**src/rtl/id_ex_pipe_reg.sv**
```systemverilog
// ID/EX pipeline register for the 5-stage RV32I core.
// Captures decoded operands and control fields from ID and presents them to EX
// one cycle later. The load-use hazard check is built in. Bubbles are inserted
// on a branch flush or a load-use hazard. The register freezes while the
// downstream stage stalls.
//
// Ports:
//   clk, rst_n       rising-edge clock, asynchronous active-low reset
//   id_*             decoded instruction fields from ID (valid, pc, operands,
//                    imm, register indices, func3/func7, ALU and memory controls)
//   stall_in         EX/MEM cannot accept; hold every ex_* field
//   flush            branch taken in EX; replace the ID instruction with a bubble
//   ex_*             registered copies of the id_* fields
//   load_use_stall   combinational; freeze PC and IF/ID this cycle
//   bubble_cnt       saturating count of bubbles inserted since reset
module id_ex_pipe_reg #(
  parameter int XLEN  = 32,
  parameter int CNT_W = 16
) (
  input  logic             clk,
  input  logic             rst_n,
  input  logic             id_valid,
  input  logic [XLEN-1:0]  id_pc,
  input  logic [XLEN-1:0]  id_rs1_data,
  input  logic [XLEN-1:0]  id_rs2_data,
  input  logic [XLEN-1:0]  id_imm,
  input  logic [4:0]       id_rs1,
  input  logic [4:0]       id_rs2,
  input  logic [4:0]       id_rd,
  input  logic [2:0]       id_func3,
  input  logic             id_func7,
  input  logic [1:0]       id_alu_op,
  input  logic             id_alu_src,
  input  logic             id_mem_read,
  input  logic             id_mem_write,
  input  logic             id_reg_write,
  input  logic             id_mem_to_reg,
  input  logic             id_branch,
  input  logic             stall_in,
  input  logic             flush,
  output logic             ex_valid,
  output logic [XLEN-1:0]  ex_pc,
  output logic [XLEN-1:0]  ex_rs1_data,
  output logic [XLEN-1:0]  ex_rs2_data,
  output logic [XLEN-1:0]  ex_imm,
  output logic [4:0]       ex_rs1,
  output logic [4:0]       ex_rs2,
  output logic [4:0]       ex_rd,
  output logic [2:0]       ex_func3,
  output logic             ex_func7,
  output logic [1:0]       ex_alu_op,
  output logic             ex_alu_src,
  output logic             ex_mem_read,
  output logic             ex_mem_write,
  output logic             ex_reg_write,
  output logic             ex_mem_to_reg,
  output logic             ex_branch,
  output logic             load_use_stall,
  output logic [CNT_W-1:0] bubble_cnt
);

  // Valid + 4 data words + 3 reg indices (15) + func3/func7 (4) + alu_op (2) + 6 control bits
  localparam int BW = 4 * XLEN + 28;

  logic [BW-1:0]    w_id_bundle;
  logic [BW-1:0]    r_ex_bundle;
  logic [CNT_W-1:0] r_bubble_cnt;
  logic             w_load_use;
  logic             w_bubble;

  // A bubble is the all-zero bundle, so one packed vector carries every field.
  assign w_id_bundle = {id_valid, id_pc, id_rs1_data, id_rs2_data, id_imm,
                        id_rs1, id_rs2, id_rd, id_func3, id_func7, id_alu_op,
                        id_alu_src, id_mem_read, id_mem_write, id_reg_write,
                        id_mem_to_reg, id_branch};

  assign {ex_valid, ex_pc, ex_rs1_data, ex_rs2_data, ex_imm,
          ex_rs1, ex_rs2, ex_rd, ex_func3, ex_func7, ex_alu_op,
          ex_alu_src, ex_mem_read, ex_mem_write, ex_reg_write,
          ex_mem_to_reg, ex_branch} = r_ex_bundle;

  // rs2 counts only when it is actually read: as the ALU B operand or as store data.
  always_comb begin
    w_load_use = rst_n & id_valid & ex_valid & ex_mem_read & (ex_rd != 5'd0) &
                 ((ex_rd == id_rs1) |
                  ((ex_rd == id_rs2) & (~id_alu_src | id_mem_write)));
    w_bubble   = ~stall_in & (flush | w_load_use);
  end

  assign load_use_stall = w_load_use;
  assign bubble_cnt     = r_bubble_cnt;

  always_ff @(posedge clk or negedge rst_n) begin
    if (!rst_n) begin
      r_ex_bundle <= '0;
    end else if (!stall_in) begin
      if (w_bubble) r_ex_bundle <= '0;
      else          r_ex_bundle <= w_id_bundle;
    end
  end

  always_ff @(posedge clk or negedge rst_n) begin
    if (!rst_n) begin
      r_bubble_cnt <= '0;
    end else if (w_bubble && (r_bubble_cnt != '1)) begin
      r_bubble_cnt <= r_bubble_cnt + CNT_W'(1);
    end
  end

endmodule

```
**config.mk**
```make
export PLATFORM = sky130hd
export DESIGN_NAME = id_ex_pipe_reg
export DESIGN_NICKNAME = d
export VERILOG_FILES = /design/src/rtl/id_ex_pipe_reg.sv
export SDC_FILE = /design/constraint.sdc
export NUM_CORES = 1
export LEC_CHECK = 0
export ABC_AREA = 1
export ABC_CLOCK_PERIOD_IN_PS = 3500
export CAP_MARGIN = 30
export CORE_ASPECT_RATIO = 0.9
export CORE_MARGIN = 5
export CORE_UTILIZATION = 25
export CTS_CLUSTER_SIZE = 8
export DETAILED_ROUTE_END_ITERATION = 16
export SYNTH_ARGS = -nofsm -noshare
export SYNTH_HDL_FRONTEND = slang
export SYNTH_SLANG_ARGS = --single-unit
```
**constraint.sdc**
```tcl
create_clock -name clk -period 3.5 [get_ports clk]
set_input_delay 0.35 -clock clk [delete_from_list [all_inputs] [get_ports clk]]
set_output_delay 0.35 -clock clk [all_outputs]
set_load 0.1 [all_outputs]
```
==> impl_metrics.yaml, run 1 <==
outcome:
  status: "finished clean"
pwr:
  power_density_nw_per_um2: 538
  p_leak_uw: 0.00516
  power_uw: 6300
  ir_worst_vdd_mv: 0.542
sta:
  finalHoldViolCount: 0
  worstMarginPinSlew_ns: 1.04
  hold_slack_ns: 0.00906
  skew_ns: 0.0108
  slew_violations: 0
  setup_violations: 0
  setup-tns-final_ns: 0
  relSlewSlack_pct: 30.5
  max_freq_mhz: 408
  min_period_ns: 2.45
  period_share_pct: 70.1
  grt_setup_unrepaired: "false"
synth:
  synthMuxAreaShare_pct: 0
  yosys.area_share.simple_pct: 24.0
  synth_cell_types: 20
  yosysSeqAreaShare_pct: 58.8
  synth_compound_area_share_pct: 10.7
  synth_cells: 874
  synth-xor-area-share_pct: 0.717
  synth_fa_ha_area_share_pct: 0.171
  synth-seq-cells: 172
  synth_area_sq_um: 7330
  synth_warnings: 0
  synthesis.nets: 1035
  syn_avg_cell_area_sq_um: 8.38
  synth_top_family_by_area: "simple AND/OR/NAND/NOR gates"
detailed_routing:
  ant_nets: 0
  drc: 0
  avgRoutedWirePerCell_um: 16.0
  routed-via-count: 6841
  vias_per_cell: 4.29
  dr.first_iter.drc_count: 358
  drt_wl_total_um: 25500
  drt_first_pass_iters: 4
global_route:
  grt_max_degree: 152
  grt_pass1_wl_um: 39600
  antenna_found_initial: 0
  grt_usage_pct: 15.1
  overflow: 0
  grt_pass1_vias: 6969
worst_setup_path:
  slowest_delay_ns: 1.20
  critPathLaunchType: "flip-flop"
  arrival_ns: 2.10
  critPathMaxFanout: 6
  slowest_stage: "clkdlybuf4s50_1"
  end_kind: "output port"
  critPathTopFamily: "buffers and inverters"
  cp.required_ns: 3.15
  crit_path_cell_trace: "clkdlybuf4s50_1"
  criticalPathCategory: "reg2out"
  cp_num_buf_inv: 1
place:
  io_buffers: 332
  hpwl_um: 17600
  gp_congestion: 0.781
cts:
  cts.sinks: 172
  ctsLongestPathBuffers: 2
  cts_tree: "yes"
  worst_setup_hold_path_clk_slew_ns: 0.07
  cts_root_buf: "clkbuf_16"
  ctsResizeCount: 0
  numCtsBuffers: 17
  htree_levels: 4
  ctsHoldBuffers: 0
  clock_latency_ns: 0.42
  cts_setup_buffers: 0
floorplan:
  core_area_sq_um: 28900
  start_util_pct: 25.3
  die_height_um: 172
  pin_count: 333
  die_x_um: 190
  rows: 59
  fp.dieArea_sq_um: 32800
run:
  drv_cap: 0
cells_and_area:
  finish.net_count: 1345
  final_cell_mix: "nand2_1, clkdlybuf4s50_1, dfrtp_1, o21ai_0, inv_1"
  antennaDiodeCount: 0
  final_core_util_pct: 40.5
  area_delta_synth_final_pct: 59.9
  drive_above_1_share_pct: 4.85
  final_common_cell: "nand2_1"
worst_hold_path:
  hp-class: "in2async"
-- cell type report --
type / instances / area (sq um)
fill: 2907 / 17200
inverter: 36 / 140
clock inverter: 13 / 140
sequential: 172 / 4300
timing repair buffer: 349 / 3580
tap: 396 / 495
clock buffer: 19 / 443
multi-input combinational: 608 / 2620
-- stage by stage --
stage / instance area, sq um / instances / worst slack (ns)
CTS: 11700 / 1592 / 1.01
global route: 11700 / 1593 / 0.983
global placement: 11000 / 1557 / 1.03
floorplan: 7330 / 874 / 1.03
finish: 11700 / 1593 / 1.05
detailed placement: 11100 / 1560 / 0.957
-- kinds of logic (layout without fill, tap and decap cells) --
family,count (synthesis),in the layout
and+or+nand+nor,445,445
DFF,172,172
AOI/OAI and AO/OA,156,156
buffers and inverters,94,417
xor gates and xnor gates,6,6
adders and majority gates,1,1
-- sequential cells by signal, summed over array words and instances, names as in the netlist --
| name | count |
|---|---|
| bubble_cnt | 16 |
| r_ex_bundle | 156 |
-- cells in the mapped netlist --
master      n  area share (%)
nor2_1     21             1.1
and3_1      1           0.085
nand2_1   383              20
inv_1      32             1.6
nand3_1    19             1.3
buf_12      1            0.27
o22ai_1     5            0.43
nor3b_2     1            0.17
buf_2       9            0.61
dfrtp_1   172              59
clkbuf_1   44             2.3
nand4_1    18             1.5
buf_6       4            0.61
nand3_2     1            0.14
xnor2_1     3            0.36
o21ai_0   151              10
xor2_1      3            0.36
nand2_2     1           0.085
ha_1        1            0.17
inv_2       4            0.20
-- layer usage --
layer	GRT usage [%]	part of all wire, %	up-vias
met5	0	0	-
met4	4.53	2.0	0
met3	4.00	5.9	28
met2	24.1	46	205
met1	20.3	46	3207
li1	-	-	3401
-- power by group --
part / internal (uW) / switching [uW]
Sequential: 2150 / 109
Combinational: 544 / 1570
Clock: 1080 / 852
-- final timing paths --
path                                       from               end  slack (ns)  cells past startpoint
min in group clk                r_ex_bundle[21]   r_ex_bundle[21]        0.48                      2
max in group asynchronous                 rst_n   r_ex_bundle[44]        2.20                      3
worst min-delay path                      rst_n  r_ex_bundle[144]       0.009                      2
worst min register to register  r_ex_bundle[21]   r_ex_bundle[21]        0.48                      2
worst max-delay path             bubble_cnt[10]    bubble_cnt[10]        1.05                      1
worst max register to register  r_ex_bundle[14]   r_ex_bundle[27]        1.38                     10
No activity file was read; power rests on OpenSTA's default activity.
==> run 2: changes to the inputs <==
ABC_CLOCK_PERIOD_IN_PS = 2500   (was 3500)
clock period = 2.5 ns   (was 3.5 ns; I/O delays follow)
==> impl_metrics.yaml, run 2 (synthesis results as in run 1) <==
worst_setup_path:
  critPathLaunchType: "flip-flop"
  end_kind: "output port"
  critPathMaxFanout: 4
  arrival_ns: 1.76
  cp.required_ns: 2.25
  criticalPathCategory: "reg2out"
cells_and_area:
  area_delta_synth_final_pct: 52.8
  largest_reg_flops: 156
  regArea_sq_um: 4300
  fin_area_sq_um: 11200
  drive_above_1_share_pct: 18.8
  finish.net_count: 1342
  antennaDiodeCount: 0
  final_cell_mix: "nand2_1, buf_4, dfrtp_1, clkdlybuf4s50_1, o21ai_0"
  max_flop_register: "r_ex_bundle"
  fillers: 2962
  final_common_cell: "nand2_1"
  multi_input_area_sq_um: 2620
place:
  place_area_sq_um: 10600
  hpwl_um: 17500
  gp_congestion: 0.792
  io_buffers: 332
outcome:
  status: "finished clean"
global_route:
  grt_usage_pct: 14.8
  grt_pass1_wl_um: 39000
  overflow: 0
  grt_max_degree: 152
  antenna_found_initial: 0
  grt_pass1_vias: 6880
cts:
  clock_latency_ns: 0.43
  worst_setup_hold_path_clk_slew_ns: 0.06
  cts_tree: "yes"
  htree_levels: 4
  ctsHoldBuffers: 1
  ctsResizeCount: 0
  cts.sinks: 172
  numCtsBuffers: 17
  cts_root_buf: "clkbuf_16"
  cts_setup_buffers: 0
  ctsLongestPathBuffers: 2
detailed_routing:
  vias_per_cell: 4.32
  drt_first_pass_iters: 4
  drt_wl_total_um: 25100
  avgRoutedWirePerCell_um: 15.8
  ant_nets: 0
  dr.first_iter.drc_count: 384
  routed-via-count: 6869
  drc: 0
sta:
  slew_violations: 0
  period_share_pct: 80.4
  grt_setup_unrepaired: "false"
  setup-tns-final_ns: 0
  max_freq_mhz: 497
  min_period_ns: 2.01
  skew_ns: 0.0109
  finalHoldViolCount: 0
  setup_violations: 0
  relSlewSlack_pct: 45.1
  worstMarginPinSlew_ns: 0.824
floorplan:
  start_util_pct: 25.3
  fp.dieArea_sq_um: 32800
  core_area_sq_um: 28900
  die_x_um: 190
  rows: 59
  die_height_um: 172
  pin_count: 333
pwr:
  ir_worst_vdd_mv: 0.858
  p_leak_uw: 0.00537
  power_density_nw_per_um2: 767
run:
  drv_cap: 0
worst_hold_path:
  hp-class: "in2reg"
run 2: changes by cell type in the layout (fill, tap and decap cells not counted), moves of 2 or more:
| cell | previous run | this run |
|---|---|---|
| buf_12 | 4 | 7 |
| buf_16 | 4 | 0 |
| buf_4 | 11 | 180 |
| clkdlybuf4s50_1 | 329 | 157 |
| clkinvlp_4 | 1 | 3 |
run 2: metal layers:
metal	up-vias	global-route usage, %	wire, um
met4	0	4.00	403
met3	25	4.20	1560
met2	196	24.6	12200
met1	3240	19.2	11000
met5	-	0	0
li1	3408	-	-
run 2: cell type report:
cell class / instances / share of cell area (%)
clock buffers: 19 / 3.87
repair buffers: 346 / 27.6
flip-flops and latches: 172 / 38.5
clock inverters: 13 / 1.07
inverters: 36 / 1.25
well taps: 396 / 4.43
multi-input cells: 608 / 23.4
run 2: final timing paths:
path,start,endpoint,slack [ns],cells after the start
max,r_ex_bundle[14],load_use_stall,0.49,9
max reg2reg,bubble_cnt[0],bubble_cnt[12],0.60,9
min,stall_in,r_ex_bundle[13],0.32,4
max in group asynchronous,rst_n,r_ex_bundle[53],0.84,4
min reg2reg,r_ex_bundle[85],r_ex_bundle[85],0.48,2
min in group asynchronous,rst_n,bubble_cnt[14],0.44,3
run 2: critical path, cell delays in order (launching register included):
cell,delay [ns]
dfrtp_1,0.40
inv_1,0.11
nand2_1,0.07
nand2_1,0.05
nor2_1,0.13
nand3_1,0.09
nand2_1,0.09
nand2_1,0.10
inv_1,0.12
buf_12,0.19
run 2: stage by stage:
step | hold slack [ns] | util (%) | total power (uW) | setup slack, ns | cells
final | 0.324 | 38.7 | 8580 | 0.490 | 1590
after global placement | 0.419 | 36.7 | 6070 | 0.324 | 1557
after detailed placement | 0.418 | 36.7 | 6080 | 0.252 | 1557
after CTS | 0.295 | 38.7 | 8730 | 0.446 | 1590
after floorplan | -0.0456 | - | 5200 | 0.118 | 874
after global routing | 0.329 | 38.7 | 8950 | 0.274 | 1590
run 2: report_power, final:
part / leakage (uW) / internal [uW] / switching [uW]
Clock: 0.000264 / 1380 / 1190
Combinational: 0.00286 / 660 / 2190
Sequential: 0.00225 / 3000 / 155
Total: 0.00537 / 5050 / 3530
==> run 3: changes to the inputs <==
ABC_CLOCK_PERIOD_IN_PS = 2000   (was 2500)
clock period = 2 ns   (was 2.5 ns; I/O delays follow)
==> impl_metrics.yaml, run 3 (synthesis results as in run 1) <==
detailed_routing:
  routed-via-count: 6924
  drt_wl_total_um: 25200
  vias_per_cell: 4.32
  avgRoutedWirePerCell_um: 15.7
  drt_first_pass_iters: 4
  dr.first_iter.drc_count: 314
  ant_nets: 0
  drc: 0
sta:
  skew_ns: 0.00852
  slew_violations: 0
  relSlewSlack_pct: 47.0
  min_period_ns: 1.84
  setup-tns-final_ns: 0
  layout_setup_ws_ns: 0.160
  max_freq_mhz: 543
  finalHoldViolCount: 0
  grt_setup_unrepaired: "false"
  setup_violations: 0
  period_share_pct: 92.0
  worstMarginPinSlew_ns: 0.795
worst_setup_path:
  critPathLaunchType: "flip-flop"
  slowest_stage: "dfrtp_2"
  critPathMaxFanout: 4
  crit_path_cell_trace: "inv_2 -> nand2_1 -> nand2_1 -> nor2_1 -> nand3_1 -> nand2_2 -> nand2_4 -> clkinvlp_4 -> buf_12"
  end_kind: "output port"
  cp_num_buf_inv: 3
  cp.required_ns: 1.80
  critPathTopFamily: "flip-flops"
  arrival_ns: 1.64
  slowest_delay_ns: 0.44
  criticalPathCategory: "reg2out"
  crit_top_cell: "nand2_1"
cells_and_area:
  final_common_cell: "nand2_1"
  drive_above_1_share_pct: 21.1
  largest_reg_flops: 156
  final_cell_mix: "nand2_1, buf_4, dfrtp_1, clkdlybuf4s50_1, o21ai_0"
  area_delta_synth_final_pct: 55.2
  antennaDiodeCount: 0
  max_flop_register: "r_ex_bundle"
  final_cell_count_no_fill: 1602
  finish.net_count: 1354
worst_hold_path:
  hp-class: "in2reg"
place:
  gp_congestion: 0.766
  preCtsSetupSlack_ns: -0.0879
  dp_cells: 1569
  io_buffers: 332
  hpwl_um: 18000
cts:
  clock_latency_ns: 0.42
  ctsLongestPathBuffers: 2
  cts_tree: "yes"
  htree_levels: 4
  numCtsBuffers: 17
  cts_root_buf: "clkbuf_16"
  cts.sinks: 172
  worst_setup_hold_path_clk_slew_ns: 0.07
outcome:
  status: "finished clean"
global_route:
  grt_usage_pct: 14.8
  overflow: 0
  grt_pass1_vias: 6883
  antenna_found_initial: 1
  grt_pass1_wl_um: 38800
  grt_max_degree: 152
floorplan:
  pin_count: 333
  die_x_um: 190
  start_util_pct: 25.3
  core_area_sq_um: 28900
  die_height_um: 172
  rows: 59
  fp.dieArea_sq_um: 32800
pwr:
  power_uw: 10800
  p_leak_uw: 0.00545
  power_density_nw_per_um2: 946
  ir_worst_vdd_mv: 1.02
run:
  drv_cap: 0
==> run 3: cell types whose count changed in the layout (fill, tap and decap cells not counted), sizes merged <==
| cell | previous run | this run |
|---|---|---|
| bufinv | 1 | 0 |
| clkinv | 7 | 5 |
| buf | 188 | 200 |
| clkbuf | 19 | 21 |
| clkinvlp | 3 | 2 |
| inv | 38 | 40 |
==> run 3: repair_timing <==
item                       in CTS  in global routing
setup buffers                   0                  1
hold buffers                    1                  0
pin swaps                       2                  6
resized for setup               3                  3
setup endpoints to repair       1                  5
hold endpoints to repair       26                  0
==> run 3: layer usage <==
layer	global-route usage [%]	wire, um	share of wire [%]
met5	0	13	0.052
met4	3.90	361	1.4
met3	4.42	1690	6.7
met2	24.5	12200	49
met1	18.9	10900	43
==> run 3: cell type report <==
class                           count  area, sq um
Fill cell                        2998        17600
Clock buffer                       21          470
Timing Repair Buffer              358         3220
Sequential cell                   172         4320
Inverter                           36          144
Tap cell                          396          495
Clock inverter                     11         83.8
Multi-Input combinational cell    608         2630
==> run 3: worst min-delay path, cell delays in order <==
cell and delay (ns):
buf_4 0.12, inv_6 0.14, nand2_1 0.09, o22ai_1 0.06
==> run 3: report_power, final <==
group / internal (uW) / switching (uW)
Clock: 1710 / 1480
Sequential: 3770 / 194
Combinational: 851 / 2740
Total: 6330 / 4420
==> run 3: stage by stage <==
step                      hold slack (ns)  instance area (sq um)  util [%]
final                               0.237                  11400      39.3
after global routing                0.260                  11400      39.3
after CTS                           0.212                  11400      39.3
after detailed placement            0.254                  10800      37.3
after global placement              0.251                  10800      37.3
after floorplan                   -0.0956                   7350         -
==> run 3: path summary, 6_finish.rpt <==
kind,from,endpoint,slack [ns],depth (start not counted)
max,r_ex_bundle[15],load_use_stall,0.16,9
min,stall_in,r_ex_bundle[12],0.24,4
max reg2reg,bubble_cnt[0],bubble_cnt[3],0.19,10
min reg2reg,r_ex_bundle[32],r_ex_bundle[32],0.48,2
max in group asynchronous,rst_n,r_ex_bundle[57],0.49,4
min in group asynchronous,rst_n,r_ex_bundle[142],0.37,3
